### config.mk
export PLATFORM = sky130hd
export DESIGN_NAME = grf_wb_arbiter
export DESIGN_NICKNAME = d
export VERILOG_FILES = /design/src/rtl/grf_wb_pkg.sv /design/src/rtl/grf_wb_pick.sv /design/src/rtl/grf_wb_arbiter.sv
export SDC_FILE = /design/constraint.sdc
export NUM_CORES = 1
export LEC_CHECK = 0
export CAP_MARGIN = 20
export CORE_MARGIN = 2
export CORE_UTILIZATION = 30
export DETAILED_ROUTE_END_ITERATION = 12
export PLACE_DENSITY = 0.68
export SLEW_MARGIN = 20
export SYNTH_ARGS = -nofsm -noshare
export SYNTH_HDL_FRONTEND = slang
export SYNTH_SLANG_ARGS = --single-unit
### constraint.sdc
create_clock -name Clk -period 2.45 [get_ports Clk]
set_clock_uncertainty 0.1 [all_clocks]
set_input_delay 0.735 -clock Clk [delete_from_list [all_inputs] [get_ports Clk]]
set_output_delay 0.735 -clock Clk [all_outputs]
set_load 0.005 [all_outputs]
### src/rtl/grf_wb_pkg.sv
// Shared widths, requester ids and arbitration-mode encodings for the
// general register file writeback arbiter.
package grf_wb_pkg;

    localparam int GRF_IDX_W  = 5;
    localparam int GRF_DATA_W = 32;

    localparam int PRIO_RR    = 0;
    localparam int PRIO_FIXED = 1;

    typedef enum logic {
        REQ_R0 = 1'b0,
        REQ_R1 = 1'b1
    } req_id_e;

endpackage

### src/rtl/grf_wb_pick.sv
// Combinational grant selection: turns the two valids plus arbitration
// history into a one-hot grant vector {r1, r0}.
module grf_wb_pick
    import grf_wb_pkg::*;
#(
    parameter int PRIO_MODE = PRIO_RR
) (
    input  logic       valid0_i,
    input  logic       valid1_i,
    input  req_id_e    lastGrant_i,
    input  logic       starveHit_i,
    output logic [1:0] grant_o
);

    req_id_e winner;

    // A lone requester always wins; a tie is settled by the mode policy.
    always_comb begin
        winner  = REQ_R0;
        grant_o = {valid1_i, valid0_i};
        if (valid0_i && valid1_i) begin
            if (PRIO_MODE == PRIO_FIXED) begin
                winner = starveHit_i ? REQ_R1 : REQ_R0;
            end else begin
                winner = (lastGrant_i == REQ_R1) ? REQ_R0 : REQ_R1;
            end
            grant_o = (winner == REQ_R1) ? 2'b10 : 2'b01;
        end
    end

endmodule

### src/rtl/grf_wb_arbiter.sv
// Two-requester writeback arbiter in front of the register file write port;
// the accepted write is registered and presented for exactly one cycle.
module grf_wb_arbiter
    import grf_wb_pkg::*;
#(
    parameter int PRIO_MODE    = PRIO_RR,
    parameter int STARVE_LIMIT = 4
) (
    input  logic                  Clk,
    input  logic                  Reset,
    input  logic                  Hold,
    input  logic                  r0_valid,
    input  logic                  r1_valid,
    output logic                  r0_ready,
    output logic                  r1_ready,
    input  logic [GRF_IDX_W-1:0]  r0_rw,
    input  logic [GRF_IDX_W-1:0]  r1_rw,
    input  logic [GRF_DATA_W-1:0] r0_wd,
    input  logic [GRF_DATA_W-1:0] r1_wd,
    input  logic [GRF_DATA_W-1:0] r0_wpc,
    input  logic [GRF_DATA_W-1:0] r1_wpc,
    output logic                  WE,
    output logic [GRF_IDX_W-1:0]  RW,
    output logic [GRF_DATA_W-1:0] WD,
    output logic [GRF_DATA_W-1:0] WPC,
    output logic                  pend_valid
);

    localparam int STARVE_W = (STARVE_LIMIT < 1) ? 1 : $clog2(STARVE_LIMIT + 1);
    localparam logic [STARVE_W-1:0] STARVE_MAX = STARVE_W'(STARVE_LIMIT);

    logic                  we_q, we_d;
    logic [GRF_IDX_W-1:0]  rw_q, rw_d;
    logic [GRF_DATA_W-1:0] wd_q, wd_d;
    logic [GRF_DATA_W-1:0] wpc_q, wpc_d;
    req_id_e               lastGrant_q, lastGrant_d;
    logic [STARVE_W-1:0]   starveCnt_q, starveCnt_d;

    logic [1:0]            grant;
    logic                  accept;
    logic [GRF_IDX_W-1:0]  selRw;
    logic [GRF_DATA_W-1:0] selWd;
    logic [GRF_DATA_W-1:0] selWpc;

    grf_wb_pick #(
        .PRIO_MODE (PRIO_MODE)
    ) u_pick (
        .valid0_i    (r0_valid),
        .valid1_i    (r1_valid),
        .lastGrant_i (lastGrant_q),
        .starveHit_i (starveCnt_q == STARVE_MAX),
        .grant_o     (grant)
    );

    // Grants are suppressed during reset and Hold so nothing is accepted then.
    assign r0_ready = grant[0] & ~Hold & Reset;
    assign r1_ready = grant[1] & ~Hold & Reset;
    assign accept   = r0_ready | r1_ready;

    // Writes to index 0 still complete the handshake but never raise WE.
    always_comb begin
        selRw       = r1_ready ? r1_rw  : r0_rw;
        selWd       = r1_ready ? r1_wd  : r0_wd;
        selWpc      = r1_ready ? r1_wpc : r0_wpc;
        we_d        = accept && (selRw != '0);
        rw_d        = accept ? selRw  : rw_q;
        wd_d        = accept ? selWd  : wd_q;
        wpc_d       = accept ? selWpc : wpc_q;
        lastGrant_d = accept ? (r1_ready ? REQ_R1 : REQ_R0) : lastGrant_q;
        starveCnt_d = starveCnt_q;
        if (PRIO_MODE != PRIO_FIXED) begin
            starveCnt_d = '0;
        end else if (!Hold) begin
            if (!r1_valid || r1_ready) begin
                starveCnt_d = '0;
            end else if (starveCnt_q != STARVE_MAX) begin
                starveCnt_d = starveCnt_q + 1'b1;
            end
        end
    end

    always_ff @(posedge Clk) begin
        if (!Reset) begin
            we_q        <= 1'b0;
            rw_q        <= '0;
            wd_q        <= '0;
            wpc_q       <= '0;
            lastGrant_q <= REQ_R1;
            starveCnt_q <= '0;
        end else begin
            we_q        <= we_d;
            rw_q        <= rw_d;
            wd_q        <= wd_d;
            wpc_q       <= wpc_d;
            lastGrant_q <= lastGrant_d;
            starveCnt_q <= starveCnt_d;
        end
    end

    assign WE         = we_q;
    assign RW         = rw_q;
    assign WD         = wd_q;
    assign WPC        = wpc_q;
    assign pend_valid = we_q;

endmodule
Word level (Yosys, flattened, before mapping)
Index checks and enable logic that the tools add are counted.
{"block": "totals", "latch_bits": 0, "rom_bits": 0, "mem_count": 0, "elab_cells": 22, "input_bits": 143, "register_bits": 71, "ram_bits": 0}
{"block": "op_classes", "n_eq_ne": 0, "bitwise_logic": 6, "mul": 0, "magnitude_cmp": 0, "div": 0, "n_reduce_logical": 3, "shifts": 0, "n_addsub": 0, "mux": 8}
{"cell": "$mux 32", "n": 2}
{"cell": "$mux 5", "n": 1}
{"cell": "$reduce_bool 5->1", "n": 1}
{"cell": "$and 1x1->1", "n": 4}
{"cell": "$mux 2", "n": 2}
{"cell": "$mux 1", "n": 3}
{"cell": "$logic_and 1x1->1", "n": 2}
{"cell": "$not 1->1", "n": 1}
{"cell": "$or 1x1->1", "n": 1}

Logic depth before layout (Yosys ltp)
Gate-level depths: netlist of run 1.
{"block": "logic_depth", "ltp_word": 9, "ltp_mapped": 6}

Hierarchy
A second synthesis of run 1 with hierarchy kept.
{"block": "hier_totals", "hier_cells": 413, "hier_area_um2": 3584.7}
{"mod": "grf_wb_arbiter", "cells_each": 410, "area_per_inst_um2": 3565.9, "n_inst": 1}
{"mod": "grf_wb_pick", "cells_each": 3, "area_per_inst_um2": 18.8, "n_inst": 1}

Least setup slack after synthesis of run 1
No wires, ideal clock.
{"block": "synth_path", "path_kind": "input to output", "startpoint": "input Hold", "endpoint": "output r0_ready", "arrival_time_ns": 1.438, "cell_stages": 3, "setup_slack_ns": 0.177, "path_buffers": 1, "path_cell_list": "and2b_2 > clkbuf_1 > and3_1"}
{"block": "synth_between", "elab_chain_cells": 3}
{"element": "start, declared", "line": "grf_wb_arbiter.sv:11", "source": "input logic Hold,"}
{"element": "$not 1->1", "line": "grf_wb_arbiter.sv:56", "source": "assign r0_ready = grant[0] & ~Hold & Reset;"}
{"element": "$and 1x1->1 (2 in a row)", "line": "grf_wb_arbiter.sv:56"}
{"element": "end, declared", "line": "grf_wb_arbiter.sv:14", "source": "output logic r0_ready,"}
Every way passes these cells.

Worst setup path in the final report of run 1
{"block": "layout_path", "startpoint": "input r1_valid", "endpoint": "output r0_ready"}
{"block": "layout_between", "elab_chain_cells": 4}
{"element": "start, declared", "line": "grf_wb_arbiter.sv:13", "source": "input logic r1_valid,"}
{"element": "$logic_and 1x1->1", "line": "grf_wb_pick.sv:21", "source": "if (valid0_i && valid1_i) begin"}
{"element": "$mux 2", "line": "grf_wb_pick.sv:21"}
{"element": "$and 1x1->1 (2 in a row)", "line": "grf_wb_arbiter.sv:56"}
Every way passes these cells.

==> results of run 1 <==
## worst max path at each step
| stage | cells after the start | end |
|---|---|---|
| after global routing | 5 | r0_ready |
| final | 5 | r0_ready |
| after detailed placement | 4 | r1_ready |
| after global placement | 4 | r1_ready |
| after floorplan | 3 | r0_ready |
| after CTS | 4 | r0_ready |
## synth_stat cells
cell        n  share of area [%]
a21bo_1     1               0.29
buf_2       6               0.88
o311a_1     1               0.29
a21boi_2    1               0.33
a21oi_1    12                1.8
nand2b_1    2               0.37
inv_1       1               0.11
nor2_1      2               0.22
buf_4       1               0.22
or4_1       1               0.22
and2b_2     1               0.26
or2_4       1               0.26
buf_6      11                3.6
a311oi_2   12                5.3
mux2i_1   114                 33
nand2_1    81                8.9
nor3_1      2               0.29
dfxtp_1    71                 42
a221o_1     1               0.29
and2_4      1               0.26
and3_1      1               0.18
nand4_1     1               0.18
clkbuf_1    9               0.99
## state kept, by name, summed over array words and instances (netlist names)
name / cells
lastGrant_q: 1
RW: 5
WE: 1
WPC: 32
WD: 32
## final cells by class
class	instances	area, µm²
Timing Repair Buffer	233	2300
Clock buffer	11	253
Multi-Input combinational cell	235	1820
Inverter	1	3.75
Sequential cell	71	1420
Tap cell	143	179
Clock inverter	5	80.1
Fill cell	1051	5210
## logic make-up (layout without fill, tap and decap cells)
logic type / count (synthesis) / after routing / share of synthesized area, %
flops: 71 / 71 / 41.5
mux: 114 / 114 / 33.3
compound gates: 28 / 28 / 8.22
simple gates: 93 / 93 / 11.1
buf+inv: 28 / 250 / 5.81
## per-layer routing
layer / GRT usage [%] / part of all wire, % / vias up
met5: 0 / 0 / -
met4: 4.08 / 0.81 / 0
met3: 5.90 / 7.7 / 6
met2: 28.6 / 49 / 139
met1: 19.6 / 43 / 1466
li1: - / - / 1599
## tightest hold or removal path, cell delays in order, from the launching register on
cell     delay [ns]
dfxtp_1        0.30
nand2_1        0.05
mux2i_1        0.05
## power by group through the flow
stage	Sequential (mW)	Combinational (mW)	Clock (mW)
after global routing	1.31	0.832	1.54
final	1.30	0.771	1.45
after global placement	1.32	0.771	0
after detailed placement	1.32	0.781	0
after floorplan	1.33	0.291	0
after CTS	1.30	0.786	1.48
## what timing repair did
| item | in CTS | in global routing |
|---|---|---|
| buffers inserted | 1 | 0 |
| pin swaps | 1 | 0 |
| endpoints found under the setup margin | 71 | 12 |
| hold endpoints to repair | 0 | 0 |
| gates resized for setup | 13 | 2 |
| hold buffers | 0 | 0 |
==> results.json, run 1 <==
{
  "clock_sinks": 71,
  "grt_util_all_layers_pct": 16.6,
  "cts.path.max_buffers": 2,
  "hpwl_um": 7620,
  "period_share_pct": 98.2,
  "tightestPinTransition_ns": 0.774,
  "clock.fmax_mhz": 416,
  "start_kind": "primary input",
  "ios": 216,
  "yosysWarnings": 0,
  "synth_seq_area_share_pct": 41.5,
  "clock_latency_ns": 0.32,
  "initial_core_util_pct": 30.4,
  "finalSetupViolCount": 0,
  "crit_type": "primary input to output pin",
  "drtIter0Drc": 74,
  "slew_violations": 0,
  "drtPass1Iterations": 4,
  "design_area_um2": 6060,
  "p_leak_nw": 2.50,
  "cts.htree.levels": 3,
  "n_antenna_cell": 0,
  "place_area_um2": 5710,
  "die_x_um": 111,
  "post-place-ws_ns": -0.697,
  "routed_wl_um": 10300,
  "grt_max_degree": 70,
  "cts_made_buffers": 9,
  "rows": 39,
  "syn-instance-count": 334,
  "fin_cells": 699,
  "clk_pin_slew_ns": 0.06,
  "ant_nets": 0,
  "core_um2": 11300,
  "grt_pass1_wl_um": 16600,
  "worst_r2r_path_depth": 4,
  "final_cell_mix": "209 x clkdlybuf4s50_1, 114 x mux2i_1, 81 x nand2_1, 71 x dfxtp_1, 14 x buf_4",
  "cts_tree": "yes",
  "whs_endpoint": "WPC[19]$_SDFFE_PN0P_",
  "final_common_cell": "clkdlybuf4s50_1",
  "crit_top_cell": "dlygate4sd2_1",
  "crit_start": "r1_valid",
  "seqPwrFrac_pct": 36.8,
  "status": "completed",
  "ys_ff_latch": 71,
  "powerDensity_nw_per_um2": 581,
  "grt-ovfl-total": 0,
  "rsz0062_at_grt": "false",
  "max_stage_delay_ns": 0.26,
  "synth_nets": 477,
  "dieArea_um2": 12300,
  "reg2reg_to": "WD[15]$_SDFFE_PN0P_",
  "power.internal_mw": 2.70,
  "antenna_found_initial": 0,
  "power_mw": 3.52,
  "cp.arrival_ns": 1.57,
  "max_cap_viol_count": 0,
  "period_needed_ns": 2.41,
  "syn-cell-area_um2": 3420,
  "die_height_um": 111,
  "rrSetupSlack_ns": 0.59,
  "ir_drop_uv": 334,
  "switching_share_pct": 23.3,
  "clockPowerShare_pct": 41.2,
  "port-buffer-count": 215,
  "hold_start": "WPC[19]$_SDFFE_PN0P_",
  "hold_path.class": "register to register",
  "comb_power_share_pct": 21.9,
  "min_path_cells": 2,
  "remaining_drc_errors": 0,
  "syn_area_per_cell_um2": 10.2,
  "path_cells": "dlygate4sd2_1 > buf_6 > nand2b_1 > and3_1 > dlygate4sd2_1",
  "reg2reg_from": "lastGrant_q$_SDFFE_PN1P_",
  "cts-root-buf": "clkbuf_16",
  "vias": 3210,
  "synthToLayoutAreaGrowth_pct": 77.0,
  "via_per_inst": 4.59,
  "finalSetupTns_ns": 0,
  "layout.nets": 694,
  "drive_gt1_share_pct": 9.89,
  "yosysUniqueCellTypes": 23,
  "slowest_stage": "dlygate4sd2_1",
  "post-route-util_pct": 53.7,
  "wl_per_cell_um": 14.7,
  "worst-path-buf-inv": 3,
  "holdWs_ns": 0.355,
  "worstSetupEndpointType": "output pin",
  "dpl.cell_count": 682,
  "path_delay_family": "buffers and inverters",
  "grt_pass1_vias": 3287,
  "hold_viol_final": 0,
  "max_slew_margin_pct": 48.4,
  "power_switching_uw": 821,
  "critPathMaxFanout": 4,
  "setup_ws_ns": 0.0442,
  "gp_congestion": 0.815,
  "worstPathRequired_ns": 1.62
}
No activity file was read; power rests on OpenSTA's default activity.
==> inputs of run 2 (changes only) <==
- CTS_CLUSTER_SIZE: not set -> 14
==> results of run 2 <==
Same layout as run 1: the final DEF is identical, and so are final timing and power.
